--- src/rtl/acc_pkg.sv ---
// Shared definitions for the accelerator result path: the result transmit
// sequencer state encoding and the bit positions within the result request bus.
package acc_pkg;

    typedef enum logic [2:0] {
        ST_IDLE,
        ST_FETCH,
        ST_LOAD,
        ST_SEND,
        ST_WAIT,
        ST_FIN
    } tx_seq_state_t;

    localparam int RES_REQ_BIT = 1;
    localparam int RES_VEC_BIT = 0;

endpackage

--- src/rtl/result_tx_sequencer.sv ---
// Streams a vector result (from the result RAM) or a scalar result one byte at a
// time into the UART output interface, handshaking each byte on send/tx_done.
//
// Handshake: send is a one-cycle request to the output interface to transmit
// tx_output; the byte is considered gone only when tx_done pulses while this
// block is in WAIT. tx_done seen in any other state is ignored.
module result_tx_sequencer
    import acc_pkg::*;
#(
    parameter int NBytes       = 1024,
    parameter int SCALAR_BYTES = 4,
    localparam int IdxW        = $clog2(NBytes)
) (
    input  logic                      clk,
    input  logic                      reset,
    input  logic [1:0]                result,
    input  logic [8*SCALAR_BYTES-1:0] scalar,
    output logic [IdxW-1:0]           rd_addr,
    input  logic [7:0]                rd_data,
    input  logic                      tx_done,
    output logic                      send,
    output logic [7:0]                tx_output,
    output logic                      busy,
    output logic                      done,
    output tx_seq_state_t             dbg_state_o
);

    tx_seq_state_t             state_q, state_d;
    logic [IdxW-1:0]           idx_q, idx_d;
    logic                      vec_q, vec_d;
    logic [8*SCALAR_BYTES-1:0] scalar_q, scalar_d;
    logic [7:0]                tx_q, tx_d;
    logic                      req_q;

    logic                      start;
    logic [IdxW-1:0]           last_idx;
    logic [7:0]                scalar_byte;

    // Only a fresh rising edge starts a transfer; a level held across FIN is inert.
    assign start    = (state_q == ST_IDLE) && result[RES_REQ_BIT] && !req_q;
    assign last_idx = vec_q ? IdxW'(NBytes - 1) : IdxW'(SCALAR_BYTES - 1);

    always_comb begin
        scalar_byte = 8'h00;
        for (int k = 0; k < SCALAR_BYTES; k++) begin
            if (idx_q == IdxW'(k)) begin
                scalar_byte = scalar_q[8*k +: 8];
            end
        end
    end

    always_ff @(posedge clk or posedge reset) begin
        if (reset) begin
            state_q  <= ST_IDLE;
            idx_q    <= '0;
            vec_q    <= 1'b0;
            scalar_q <= '0;
            tx_q     <= 8'h00;
            req_q    <= 1'b0;
        end else begin
            state_q  <= state_d;
            idx_q    <= idx_d;
            vec_q    <= vec_d;
            scalar_q <= scalar_d;
            tx_q     <= tx_d;
            req_q    <= result[RES_REQ_BIT];
        end
    end

    always_comb begin
        state_d  = state_q;
        idx_d    = idx_q;
        vec_d    = vec_q;
        scalar_d = scalar_q;
        tx_d     = tx_q;
        case (state_q)
            ST_IDLE: begin
                if (start) begin
                    vec_d    = result[RES_VEC_BIT];
                    scalar_d = scalar;
                    idx_d    = '0;
                    state_d  = result[RES_VEC_BIT] ? ST_FETCH : ST_LOAD;
                end
            end
            ST_FETCH: state_d = ST_LOAD;
            ST_LOAD: begin
                tx_d    = vec_q ? rd_data : scalar_byte;
                state_d = ST_SEND;
            end
            ST_SEND: state_d = ST_WAIT;
            ST_WAIT: begin
                if (tx_done) begin
                    if (idx_q == last_idx) begin
                        state_d = ST_FIN;
                    end else begin
                        idx_d   = idx_q + IdxW'(1);
                        state_d = vec_q ? ST_FETCH : ST_LOAD;
                    end
                end
            end
            ST_FIN:  state_d = ST_IDLE;
            default: state_d = ST_IDLE;
        endcase
    end

    assign rd_addr     = idx_q;
    assign send        = (state_q == ST_SEND);
    assign tx_output   = tx_q;
    assign busy        = (state_q != ST_IDLE);
    assign done        = (state_q == ST_FIN);
    assign dbg_state_o = state_q;

endmodule

--- config.mk ---
export PLATFORM = sky130hd
export DESIGN_NAME = result_tx_sequencer
export DESIGN_NICKNAME = d
export VERILOG_FILES = /design/src/rtl/acc_pkg.sv /design/src/rtl/result_tx_sequencer.sv
export SDC_FILE = /design/constraint.sdc
export NUM_CORES = 1
export LEC_CHECK = 0
export CAP_MARGIN = 15
export CORE_AREA = 2 2 77 79
export DETAILED_ROUTE_END_ITERATION = 8
export DIE_AREA = 0 0 79 81
export PLACE_DENSITY = 0.82
export SYNTH_ARGS = -nofsm -noshare
export SYNTH_HDL_FRONTEND = slang
export SYNTH_SLANG_ARGS = --single-unit
--- constraint.sdc ---
create_clock -name clk -period 3.45 [get_ports clk]
set_input_delay 0.69 -clock clk [delete_from_list [all_inputs] [get_ports clk]]
set_output_delay 0.69 -clock clk [all_outputs]
set_load 0.01 [all_outputs]
# Yosys cells after proc, flatten, opt, wreduce, memory -nomap -nowiden

Index checks and enable logic that the tools add are counted.

Latch bits: 0
Word-level logic and storage cells: 45
Flip-flop bits (word level): 55
ROM bits: 0
Input port bits: 45
Output and inout bits: 24
Memory bits (writable): 0
Memories: 0

Bitwise logic cells: 0
Shifts and indexed selects: 0
Divide/modulo/power cells: 0
Multiplexer cells: 16
Reduce and logical (&&, ||, !) cells: 10
Add/subtract/negate cells: 1
Eq/ne operators: 12
Multipliers: 0
Order comparisons: 0

Operators with widths:

| operator              | number |
|---|---|
| $mux 10               | 4 |
| $mux 8                | 5 |
| $eq 10x2->1 const B   | 2 |
| $pmux 10 s2           | 1 |
| $pmux 3 s5            | 1 |
| $add 10x1->10 const B | 1 |
| $eq 10x1->1 const B   | 1 |
| $eq 10x10->1          | 1 |
| $logic_not 10->1      | 1 |
| $mux 3                | 3 |
| $eq 3x2->1 const B    | 2 |
| $eq 3x3->1 const B    | 2 |
| $ne 2x2->1 const B    | 3 |
| $mux 2                | 2 |
| $reduce_and 2->1      | 2 |
| $reduce_and 4->1      | 1 |
| $eq 3x1->1 const B    | 1 |
| $logic_not 3->1       | 1 |
| $reduce_bool 3->1     | 1 |
| $logic_and 1x1->1     | 2 |
| $reduce_bool 2->1     | 1 |
| $logic_not 1->1       | 1 |

# Depth between registers and ports, before layout

Word-level depth: 6
Depth in mapped cells: 8

# Worst setup path after synthesis

OpenSTA, ideal clock, no wires.

Kind: register -> register
Start point: register idx_q[1], in the netlist rd_addr[1]
End point: register tx_q[1], in the netlist tx_output[1]
Arrival time: 1835 ps
Stages on the path, launching flop included: 8
Path slack: 1533 ps
Required time: 3368 ps
Library setup time: 82 ps
Path buffers: 1
Path through: dfrtp_1 > inv_1 > ha_1 > buf_2 > nor3b_1 > a32o_1 > o21ai_1 > a31oi_1

Word-level cells in the longest chain between the ends: 6

RTL lines:

| item                   | line                      | source |
|---|---|---|
| start, declared        | result_tx_sequencer.sv:29 | `logic [IdxW-1:0] idx_q, idx_d;` |
| start signal, assigned | result_tx_sequencer.sv:62 | `idx_q <= idx_d;` |
| $logic_not 10->1       | result_tx_sequencer.sv:46 | `if (idx_q == IdxW'(k)) begin` |
| $mux 8 (3 in a row)    | result_tx_sequencer.sv:46 |  |
| $mux 8 (*)             | result_tx_sequencer.sv:46 |  |
| $mux 8 (*)             | result_tx_sequencer.sv:87 | `tx_d = vec_q ? rd_data : scalar_byte;` |
| end signal, assigned   | result_tx_sequencer.sv:65 | `tx_q <= tx_d;` |
| end, declared          | result_tx_sequencer.sv:32 | `logic [7:0] tx_q, tx_d;` |

Mark *: on every way between the ends. The rest lies on a longest branch, timed or not.
A chain may end at the register's enable or synchronous reset.

# Worst setup path after layout

Start point: register idx_q[0], in the netlist rd_addr[0]
End point: register tx_q[7], in the netlist tx_output[7]

Same word-level chain as after synthesis.

==> key figures <==
Die
  • Initial cell density of the core: 50.0%
  • Die width: 79 um
  • Core area: 5680 sq um
  • Cell Rows: 28
  • I/O pins: 69
  • DIE HEIGHT: 81 um
  • Die area: 6400 sq um

STA
  • Setup violators final: 0
  • Max-Slew Margin vs Limit: 21.7%
  • Final Hold Viols: 0
  • Fin crit period: 2.59 ns
  • Sum Neg Setup Slack: 0 ns
  • Tcrit/Tclk final: 75.0%
  • Hold_ws: 0.516 ns
  • Fmax achieved: 387 MHz
  • Worst Tran Pin Value: 1.17 ns
  • Fin. max-slew vios: 0
  • Setup Skew: 0.00446 ns
  • RSZ-0062 raised after global routing: no

Worst setup path
  • Max incr delay on CP: 1.03 ns
  • CP Class: flop to flop
  • CP Data Arrival Time: 2.81 ns
  • Critical Path RT: 3.67 ns
  • Crit path cell chain: ha_1, nor3b_1, a32o_1, o21ai_1, a31oi_1
  • Slowest-stage cell, CP: nor3b_1
  • Worst Path Buf+Inv: 0
  • CP max FO: 20
  • CP Capture Type: flop
  • Reg2reg start: rd_addr[0]
  • FF-to-FF path depth: 5
  • Critical R2R Capture: tx_output[7]
  • Startpoint Class: flop
  • Top delay family on crit path: simple AND/OR/NAND/NOR gates
  • CP Depth: 5
  • FF-to-FF setup slack: 0.86 ns

Synth
  • Most used DFF post-synth: dfrtp_1
  • Mapped Avg Cell Area: 11.0 sq um
  • Area contributors post-synth: dfrtp_1, mux2_2, nand2_1, a32o_1, nand2b_1
  • Mux cell area share after synthesis: 14.5%
  • Synth warn: 0
  • Sequential fraction of the synthesis area: 48.5%
  • Synthesized flop and latch total: 55
  • Simple-gate share of the synthesized area: 17.8%
  • Synth async-reset ratio: 100%
  • Combinational family with the most area after synthesis: simple AND/OR/NAND/NOR gates
  • Post-synth top area share: 48.5%
  • Post-synth EDFFs: 0
  • Cell area after synthesis: 2840 sq um
  • Synth Area in Compound Gates: 13.9%
  • Count of different cell masters after synthesis: 42
  • Synth area leader: dfrtp_1
  • Mapped Nets: 308
  • Post-synthesis instance total: 259
  • Synthesized-area fraction occupied by adder cells: 1.76%
  • Top-count cell post-synth: dfrtp_1
  • Xor and xnor area share after synthesis: 0%
  • Synth cell count leaders: dfrtp_1, mux2_2, nand2_1

Global route
  • GRT overflow: 0
  • First-pass GRT wire length: 10.9 mm
  • Initial antenna violation count: 0
  • Largest net degree at the start of global routing: 44
  • Vias in the first global route: 2,235
  • Aggregate global-route resource usage: 21.7%

Clock network
  • Setup Fix Bufs, Post-CTS: 0
  • Clk slew on worst S/H paths: 0.09 ns
  • Htree depth: 2
  • Post_cts resized: 0
  • Root buffer cell: clkbuf_8
  • TritonCTS Sinks: 55
  • CTS Buf Count: 5
  • CTS tree: done
  • Worst skew pair latency: 0.30 ns
  • CTS hold repair buffers: 0
  • Clk buf depth: 2

Route
  • Initial DRC count: 110
  • Via Count: 2,215
  • DR pass1 iterations: 4
  • WL/cell: 16.3 um
  • Vias per Instance: 5.59
  • Routed Antenna Nets: 0
  • # DRC: 0
  • Final wirelength: 6.47 mm

Finish
  • Layout cells sized above 1: 15.9%
  • Non-filler instance count after layout: 396
  • ANT cells: 0
  • Nets@finish: 370
  • Area added between synthesis and finish: 28.7%
  • Post-route cell area: 3650 sq um

Worst hold path
  • Hold Crit Depth: 1
  • Hold_sp: scalar_q[1]
  • Worst Hold Class: flop to flop
  • Min-Delay Endpoint: scalar_q[1]

Placement
  • Port Buffer Count: 68
  • Total placed instance area: 3560 sq um
  • Routability congestion estimate: 0.846
  • Placed Cells: 389
  • Detailed placement HPWL: 4.70 mm

Pwr
  • Static Leak: 1.45 nW
  • Switching pwr: 996 uW
  • Peak VDD IR: 0.000433 V
  • Internal power: 1.76 mW
  • PD cells: 755 nW/um^2
  • Combinational power share: 44.2%
  • Proportion of power drawn by flip-flops and latches: 42.8%
  • Net switching fraction of the power: 36.1%
  • Clock network power share: 13.0%

Job
  • MaxCap Viol Count: 0

Outcome
  • Status: finished clean
==> worst register-to-register path: stages, from the launching register on <==
cell     delay [ns]
dfrtp_1        0.43
ha_1           0.47
nor3b_1        1.04
a32o_1         0.31
o21ai_1        0.07
a31oi_1        0.21
==> final cells by class <==
| type | count | area [sq um] |
|---|---|---|
| flip-flops and latches | 55 | 1380 |
| multi-input cells | 182 | 1370 |
| inverters | 6 | 22.5 |
| clock inverters | 1 | 5.00 |
| clock buffers | 6 | 82.6 |
| well taps | 75 | 93.8 |
| repair buffers | 71 | 703 |
| fillers | 467 | 2030 |
==> registers in the layout, summed over array words and instances (netlist names) <==
| name | count |
|---|---|
| tx_output | 8 |
| scalar_q | 32 |
| rd_addr | 10 |
| req_q | 1 |
| vec_q | 1 |
| dbg_state_o | 3 |
==> layer usage <==
layer / global-route usage (%) / vias up / routed length, um
li1: - / 1065 / -
met1: 27.8 / 1070 / 2740
met2: 38.1 / 75 / 3300
met3: 4.33 / 5 / 395
met4: 5.00 / 0 / 42
met5: 0 / - / 0
==> per-stage QoR <==
stage	power (mW)	utilization, %	setup slack [ns]
floorplan	1.96	-	1.42
global placement	2.35	62.8	0.998
detailed placement	2.41	62.8	0.891
CTS	2.77	64.3	0.894
global route	2.95	64.3	0.660
finish	2.75	64.3	0.864
==> worst max-delay path by stage <==
stage,to,startpoint
after floorplan,dbg_state_o[0],reset
after CTS,tx_output[7],rd_addr[0]
final,tx_output[7],rd_addr[0]
after detailed placement,tx_output[7],rd_addr[0]
after global routing,tx_output[5],rd_addr[0]
after global placement,rd_addr[3],result[1]
==> power groups by stage <==
stage	sequential (mW)	clock [mW]	combinational (mW)
after floorplan	1.10	0	0.864
after global placement	1.18	0	1.17
after detailed placement	1.19	0	1.22
after CTS	1.18	0.369	1.22
after global routing	1.22	0.397	1.33
final	1.18	0.358	1.22
==> placed cells by master (no fill, tap or decap), types with 2 or more instances in the layout <==
| cell | netlist | layout |
|---|---|---|
| nor3_1 | 5 | 5 |
| dfrtp_1 | 55 | 55 |
| and4_1 | 2 | 2 |
| mux2i_1 | 4 | 4 |
| nor3b_1 | 3 | 2 |
| nand3_1 | 5 | 5 |
| o31ai_1 | 4 | 4 |
| and2_1 | 4 | 4 |
| o21a_1 | 2 | 2 |
| nand3b_1 | 8 | 8 |
| o21ai_1 | 10 | 10 |
| mux2_2 | 33 | 33 |
| a21boi_1 | 4 | 4 |
| o31a_1 | 3 | 3 |
| a31oi_1 | 9 | 9 |
| a32o_1 | 8 | 8 |
| nand2b_1 | 10 | 10 |
| a21oi_1 | 9 | 9 |
| buf_4 | 2 | 3 |
| clkbuf_8 | 0 | 6 |
| nand2_1 | 24 | 24 |
| inv_1 | 6 | 5 |
| clkdlybuf4s50_1 | 0 | 68 |
| or4_1 | 5 | 5 |
| nor2_1 | 10 | 10 |
| ha_1 | 4 | 4 |
==> cell families (layout without fill, tap and decap cells) <==
kind of cell	count (synthesis)	count (layout)
AND/OR/NAND/NOR	85	85
AO/OA/AOI/OAI	56	56
flip-flops	55	55
multiplexers	37	37
buffers and inverters	22	84
adder cells (fa/ha/maj)	4	4
Power figures use the tool's default switching activity.
